[src/rtl/serial_adder.sv]
// serial_adder: bit-serial LSB-first adder with IDLE/BUSY/DONE handshake; define SERIAL_ADDER_SUB_EN to add the sub port (a-b mode)
module serial_adder #(
  parameter int WIDTH = 8
) (
  input  logic             clk,
  input  logic             rst_n,
  input  logic             start,
  input  logic [WIDTH-1:0] a,
  input  logic [WIDTH-1:0] b,
  input  logic             cin,
`ifdef SERIAL_ADDER_SUB_EN
  input  logic             sub,
`endif
  output logic             ready,
  output logic             busy,
  output logic             done,
  output logic [WIDTH-1:0] sum,
  output logic             cout
);
  localparam logic [1:0] IDLE = 2'd0;
  localparam logic [1:0] BUSY = 2'd1;
  localparam logic [1:0] DONE = 2'd2;
  localparam int CW = $clog2(WIDTH);
  logic [1:0]       state_q, state_d;
  logic [CW-1:0]    cnt_q, cnt_d;
  logic [WIDTH-1:0] a_q, a_d, b_q, b_d, sum_q, sum_d;
  logic             c_q, c_d, cout_q, cout_d;
  logic             sub_i, accept, last, s_bit, c_next;
`ifdef SERIAL_ADDER_SUB_EN
  assign sub_i = sub;
`else
  assign sub_i = 1'b0;
`endif
  assign ready  = state_q != BUSY;
  assign busy   = state_q == BUSY;
  assign done   = state_q == DONE;
  assign sum    = sum_q;
  assign cout   = cout_q;
  assign accept = ready & start;
  assign last   = cnt_q == CW'(WIDTH - 1);
  assign s_bit  = a_q[0] ^ b_q[0] ^ c_q;
  assign c_next = (a_q[0] & b_q[0]) | (b_q[0] & c_q) | (a_q[0] & c_q);
  // Next state: load operands on accept, otherwise shift one bit per BUSY cycle into sum from the top
  always_comb begin
    state_d = state_q;
    cnt_d   = cnt_q;
    a_d     = a_q;
    b_d     = b_q;
    c_d     = c_q;
    sum_d   = sum_q;
    cout_d  = cout_q;
    if (accept) begin
      state_d = BUSY;
      cnt_d   = '0;
      a_d     = a;
      b_d     = sub_i ? ~b : b;
      c_d     = sub_i | cin;
    end else if (busy) begin
      state_d = last ? DONE : BUSY;
      cnt_d   = cnt_q + CW'(1);
      a_d     = a_q >> 1;
      b_d     = b_q >> 1;
      c_d     = c_next;
      sum_d   = {s_bit, sum_q[WIDTH-1:1]};
      cout_d  = last ? c_next : cout_q;
    end else if (done) begin
      state_d = IDLE;
    end
  end
  // State registers; reset aborts any operation in progress
  always_ff @(posedge clk or negedge rst_n) begin
    if (!rst_n) begin
      state_q <= IDLE;
      cnt_q   <= '0;
      a_q     <= '0;
      b_q     <= '0;
      c_q     <= 1'b0;
      sum_q   <= '0;
      cout_q  <= 1'b0;
    end else begin
      state_q <= state_d;
      cnt_q   <= cnt_d;
      a_q     <= a_d;
      b_q     <= b_d;
      c_q     <= c_d;
      sum_q   <= sum_d;
      cout_q  <= cout_d;
    end
  end
endmodule

[config.mk]
export PLATFORM = sky130hd
export DESIGN_NAME = serial_adder
export DESIGN_NICKNAME = d
export VERILOG_FILES = /design/src/rtl/serial_adder.sv
export SDC_FILE = /design/constraint.sdc
export NUM_CORES = 1
export LEC_CHECK = 0
export ABC_AREA = 1
export CAP_MARGIN = 20
export CORE_MARGIN = 2
export CORE_UTILIZATION = 45
export CTS_CLUSTER_SIZE = 25
export DETAILED_ROUTE_END_ITERATION = 8
export PLACE_DENSITY = 0.71
export SETUP_SLACK_MARGIN = 0.1
export SLEW_MARGIN = 10
export SYNTH_ARGS = -nofsm -noshare
export SYNTH_HDL_FRONTEND = slang
export SYNTH_SLANG_ARGS = --single-unit
[constraint.sdc]
create_clock -name clk -period 1.2 [get_ports clk]
set_input_delay 0.24 -clock clk [delete_from_list [all_inputs] [get_ports clk]]
set_output_delay 0.24 -clock clk [all_outputs]
set_load 0.01 [all_outputs]
### Word level (Yosys, flattened, before mapping)

Cells that the tools add are included.

* $add $sub $neg: 1
* equal/unequal tests: 4
* mux-type cells: 12
* bitwise logic cells: 9
* reduce and logical (&&, ||, !) cells: 4

Operator list (count)
* $mux 8: 4
* $mux 2: 4
* $mux 3: 2
* $and 1x1->1: 4
* $add 3x1->3 const B: 1
* $eq 3x3->1 const B: 1
* $reduce_and 3->1: 1
* $reduce_bool 3->1: 1
* $eq 2x1->1 const B: 1
* $eq 2x2->1 const B: 1
* $mux 1: 2
* $ne 2x1->1 const B: 1
* $or 1x1->1: 2
* $reduce_and 2->1: 1
* $reduce_bool 2->1: 1
* $xor 1x1->1: 2
* $not 1->1: 1

* flip-flop bits (word level): 31
* bits of input ports: 20

### Logic depth before layout (Yosys ltp)

Gate-level depths: netlist of the first run.

* depth in word-level cells: 5
* mapped depth: 8

### Least setup slack after synthesis of the first run

Ideal clock, no wire load.

* kind: register to register
* start: register state_q[1]
* end: register cout_q, in the netlist cout
* arrival time: 1189 ps
* data required time: 1080 ps
* slack: -109 ps
* cell stages (with the launch flop): 7
* path buffers: 1
* cells stage by stage: dfrtp_1 -> inv_1 -> ha_1 -> buf_6 -> inv_2 -> o21ai_1 -> nand2_1

RTL lines
* start: declaration: RTL line 24 `logic [1:0] state_q, state_d;`
* start signal: assignment: RTL line 81 `state_q <= state_d;`
* $eq 2x1->1: RTL line 35 `assign busy = state_q == BUSY;`
* named net busy: RTL line 15 `output logic busy,`
* $reduce_and 3->1 (no source line)
* end signal: assignment: RTL line 87 `cout_q <= cout_d;`
* end: declaration: RTL line 27 `logic c_q, c_d, cout_q, cout_d;`

The timed path passes the listed nets, and every way through them passes these cells.
A chain may end at the register's enable or synchronous reset.

### Worst setup path after layout of the first run

* start: register state_q[0]
* end: output port ready

* cells in the longest elaborated chain, start to end: 1

Ends and longest elaborated chain
* $ne 2x1->1: RTL line 34 `assign ready = state_q != BUSY;`
* end: declaration: RTL line 14 `output logic ready,`

Every way passes these cells.

==> results of run 1 <==
-- synthesized netlist by cell type --
cell type  instances
inv_1             19
buf_6              5
o211ai_1           1
o21ai_1            1
dfrtp_1           31
ha_1               5
nand3b_1           1
nor2_8             1
fa_1               1
nand3_1           38
inv_4              1
nand2_1           82
inv_2              2
buf_2              4
-- layout make-up --
class | count | area [um2] | share of cell area (%)
well taps | 46 | 57.6 | 2.51
inverters | 22 | 95.1 | 4.14
repair buffers | 61 | 577 | 25.1
clock buffers | 6 | 51.3 | 2.24
clock inverters | 2 | 35.0 | 1.53
flip-flops and latches | 31 | 777 | 33.9
multi-input cells | 130 | 702 | 30.6
-- per-layer routing --
| layer | wire length (um) | part of all wire (%) |
|---|---|---|
| met1 | 1450 | 44 |
| met2 | 1590 | 49 |
| met3 | 185 | 5.7 |
| met4 | 38 | 1.2 |
| met5 | 0 | 0 |
-- cells by family after synthesis --
logic type / after synthesis / share of synthesized area (%)
adder cells (fa/ha/maj): 6 / 5.30
AND/OR/NAND/NOR: 122 / 33.7
buffers and inverters: 31 / 10.4
flip-flops: 31 / 49.8
AO/OA/AOI/OAI: 2 / 0.803
-- power breakdown --
part | leakage, nW | switching (mW) | total, mW | internal (mW)
Sequential | 0.394 | 0.249 | 1.73 | 1.48
Combinational | 0.804 | 1.37 | 2.76 | 1.38
Clock | 0.0482 | 0.378 | 0.870 | 0.492
-- sequential cells by signal, indices dropped and copies added, names as in the netlist --
name,cells
a_q,8
b_q,8
cnt_q,3
sum,8
c_q,1
state_q,2
cout,1
-- worst max path at each step --
stage,startpoint,endpoint,slack (ns),depth (start not counted)
6_report,state_q[0],ready,-0.28,4
5_1_grt,state_q[0],a_q[1],-0.32,8
2_1_floorplan,state_q[0],a_q[0],0.05,6
3_3_place_gp,state_q[0],ready,-0.24,3
4_1_cts,state_q[0],ready,-0.26,4
3_5_place_dp,state_q[0],done,-0.24,3
-- timing repair --
action	in CTS	in global routing
setup endpoints to repair	43	43
pin swaps	10	5
resized for setup	77	6
setup buffers	12	3
-- per-stage QoR --
stage	power, mW	cell area [um2]
6_report	5.36	2290
2_1_floorplan	3.19	1600
4_1_cts	5.27	2250
3_3_place_gp	3.91	2030
5_1_grt	5.81	2290
3_5_place_dp	3.96	2030
-- cells in the final DEF, fill, tap and decap left out, drive strengths merged, types with 5 or more instances in the layout --
| cell type | synthesis | routed |
|---|---|---|
| nand2 | 82 | 82 |
| buf | 9 | 42 |
| nand3 | 38 | 38 |
| dfrtp | 31 | 31 |
| inv | 22 | 22 |
| clkdlybuf4s50 | 0 | 19 |
| clkbuf | 0 | 6 |
| ha | 5 | 5 |
==> run_results.csv, run 1 <==
group,metric,value,unit
global_route,grt.met1_usage,21.7,%
global_route,use_met2,32.4,%
sta,period_needed,1.48,ns
worst_setup_path,reg2reg_slack,-0.23,ns
placed_design,hpwl,2100,um
worst_setup_path,crit_buf_inv,3,
sta,worst_pin_slew,0.178,ns
placed_design,io_buffers,31,
clocking,clk_latency,0.34,ns
worst_setup_path,reg2reg_depth,8,
die,io_pins,32,
routing,num_vias,1421,
worst_setup_path,cp_slowest_cell,"dfrtp_2",
job,drv_cap,0,
clocking,cts_tree,"built",
yosys,synth-seq-cells,31,
sta,fin_hold_ws,0.264,ns
layout,nFillCells,298,
routing,drt_iter0_drc,55,
pwr,leakagePower,1.25,nW
worst_setup_path,worstSetupPathType,"reg2out",
worst_setup_path,start_kind,"register",
sta,skew,0.00772,ns
placed_design,numPlacedInstances,275,
die,initial_core_util,46.7,%
clocking,clk_path_buf_depth,2,
sta,fmaxAchievable,675,MHz
routing,drt-vias-per-instance,4.77,
global_route,top_usage_layer,"met2",
worst_setup_path,max_stage_delay,0.45,ns
clocking,cts_buffers,5,
die,die_h,62.8,um
yosys,syn-num-nets,218,
outcome,status,"complete, but fails checks",
sta,period_share,123,%
worst_setup_path,worstPathCellList,"buf_6, ha_4, inv_4, buf_6",
worst_setup_path,r2r-start,"state_q[0]",
global_route,gr-usage-met3,5.59,%
worst_setup_path,cp-end-kind,"output pin",
pwr,powerDensity,2340,nW/um2
die,die_w,62.8,um
die,core_area,3340,um2
yosys,yosysTopAreaCell,"dfrtp_1",
layout,finalNonFillerCells,298,
clocking,cts_sinks,31,
die,rows,21,
sta,fin_ws,-0.281,ns
global_route,antenna_found_initial,0,
placed_design,place_worst_setup_slack,-0.238,ns
clocking,clockRootBuffer,"clkbuf_4",
global_route,track_usage,18.8,%
layout,syn2layout_area_growth,47.3,%
yosys,yosys_warnings,0,
global_route,grt_pass1_vias,1370,
sta,rsz0062_at_grt,"yes",
placed_design,gp_congestion,0.743,
outcome,violations,"negative setup slack",
sta,final_hold_viol_count,0,
clocking,ctsHoldBuffers,0,
layout,diodes,0,
yosys,postSynthAreaPerCell,8.11,um2
sta,relSlewSlack,88.2,%
global_route,grt_max_degree,32,
routing,drt-wirelength-per-cell,11.0,um
worst_setup_path,cp.required,0.96,ns
routing,drc,0,
yosys,synth_top_area_share,49.8,%
yosys,seq_area_frac_synth,49.8,%
worst_setup_path,path_common_cell,"buf_6",
layout,utilization,68.8,%
layout,nets,277,
routing,drt-total-wl,3270,um
die,die-area,3950,um2
yosys,syn_inst,192,
worst_setup_path,crit_family,"flip-flops",
sta,report.final.slew_viol_count,0,
layout,drive_above_1_share,29.0,%
yosys,synthDistinctLibCells,14,
clocking,clkTransAtPathRegs,0.10,ns
sta,fin_tns_setup,-4.99,ns
routing,firstDrtPassIters,4,
sta,setup-violations-final,25,
global_route,grt_pass1_wl,5830,um
yosys,syn-cell-area,1560,um2
clocking,cts.htree.levels,2,
pwr,peakVddDrop,1.23,mV
routing,ant_nets,0,
yosys,netlist_top_cells_area,"dfrtp_1, nand2_1, nand3_1",
global_route,overflow,0,
worst_setup_path,worst-path-max-fanout,3,
worst_setup_path,cp.arrival,1.24,ns
worst_setup_path,worstReg2RegEnd,"b_q[3]",
hold_path,hold_class,"in2async",
No activity file was read; power rests on OpenSTA's default activity.
==> inputs of run 2 (changes only) <==
--- a/config.mk
+++ b/config.mk
@@ -9,7 +9,7 @@
 export CAP_MARGIN = 20
 export CORE_MARGIN = 2
 export CORE_UTILIZATION = 45
-export CTS_CLUSTER_SIZE = 25
+export CTS_CLUSTER_SIZE = 10
 export DETAILED_ROUTE_END_ITERATION = 8
 export PLACE_DENSITY = 0.71
 export SETUP_SLACK_MARGIN = 0.1
==> results of run 2 <==
Final layout, timing and power as in run 1 (identical DEF).
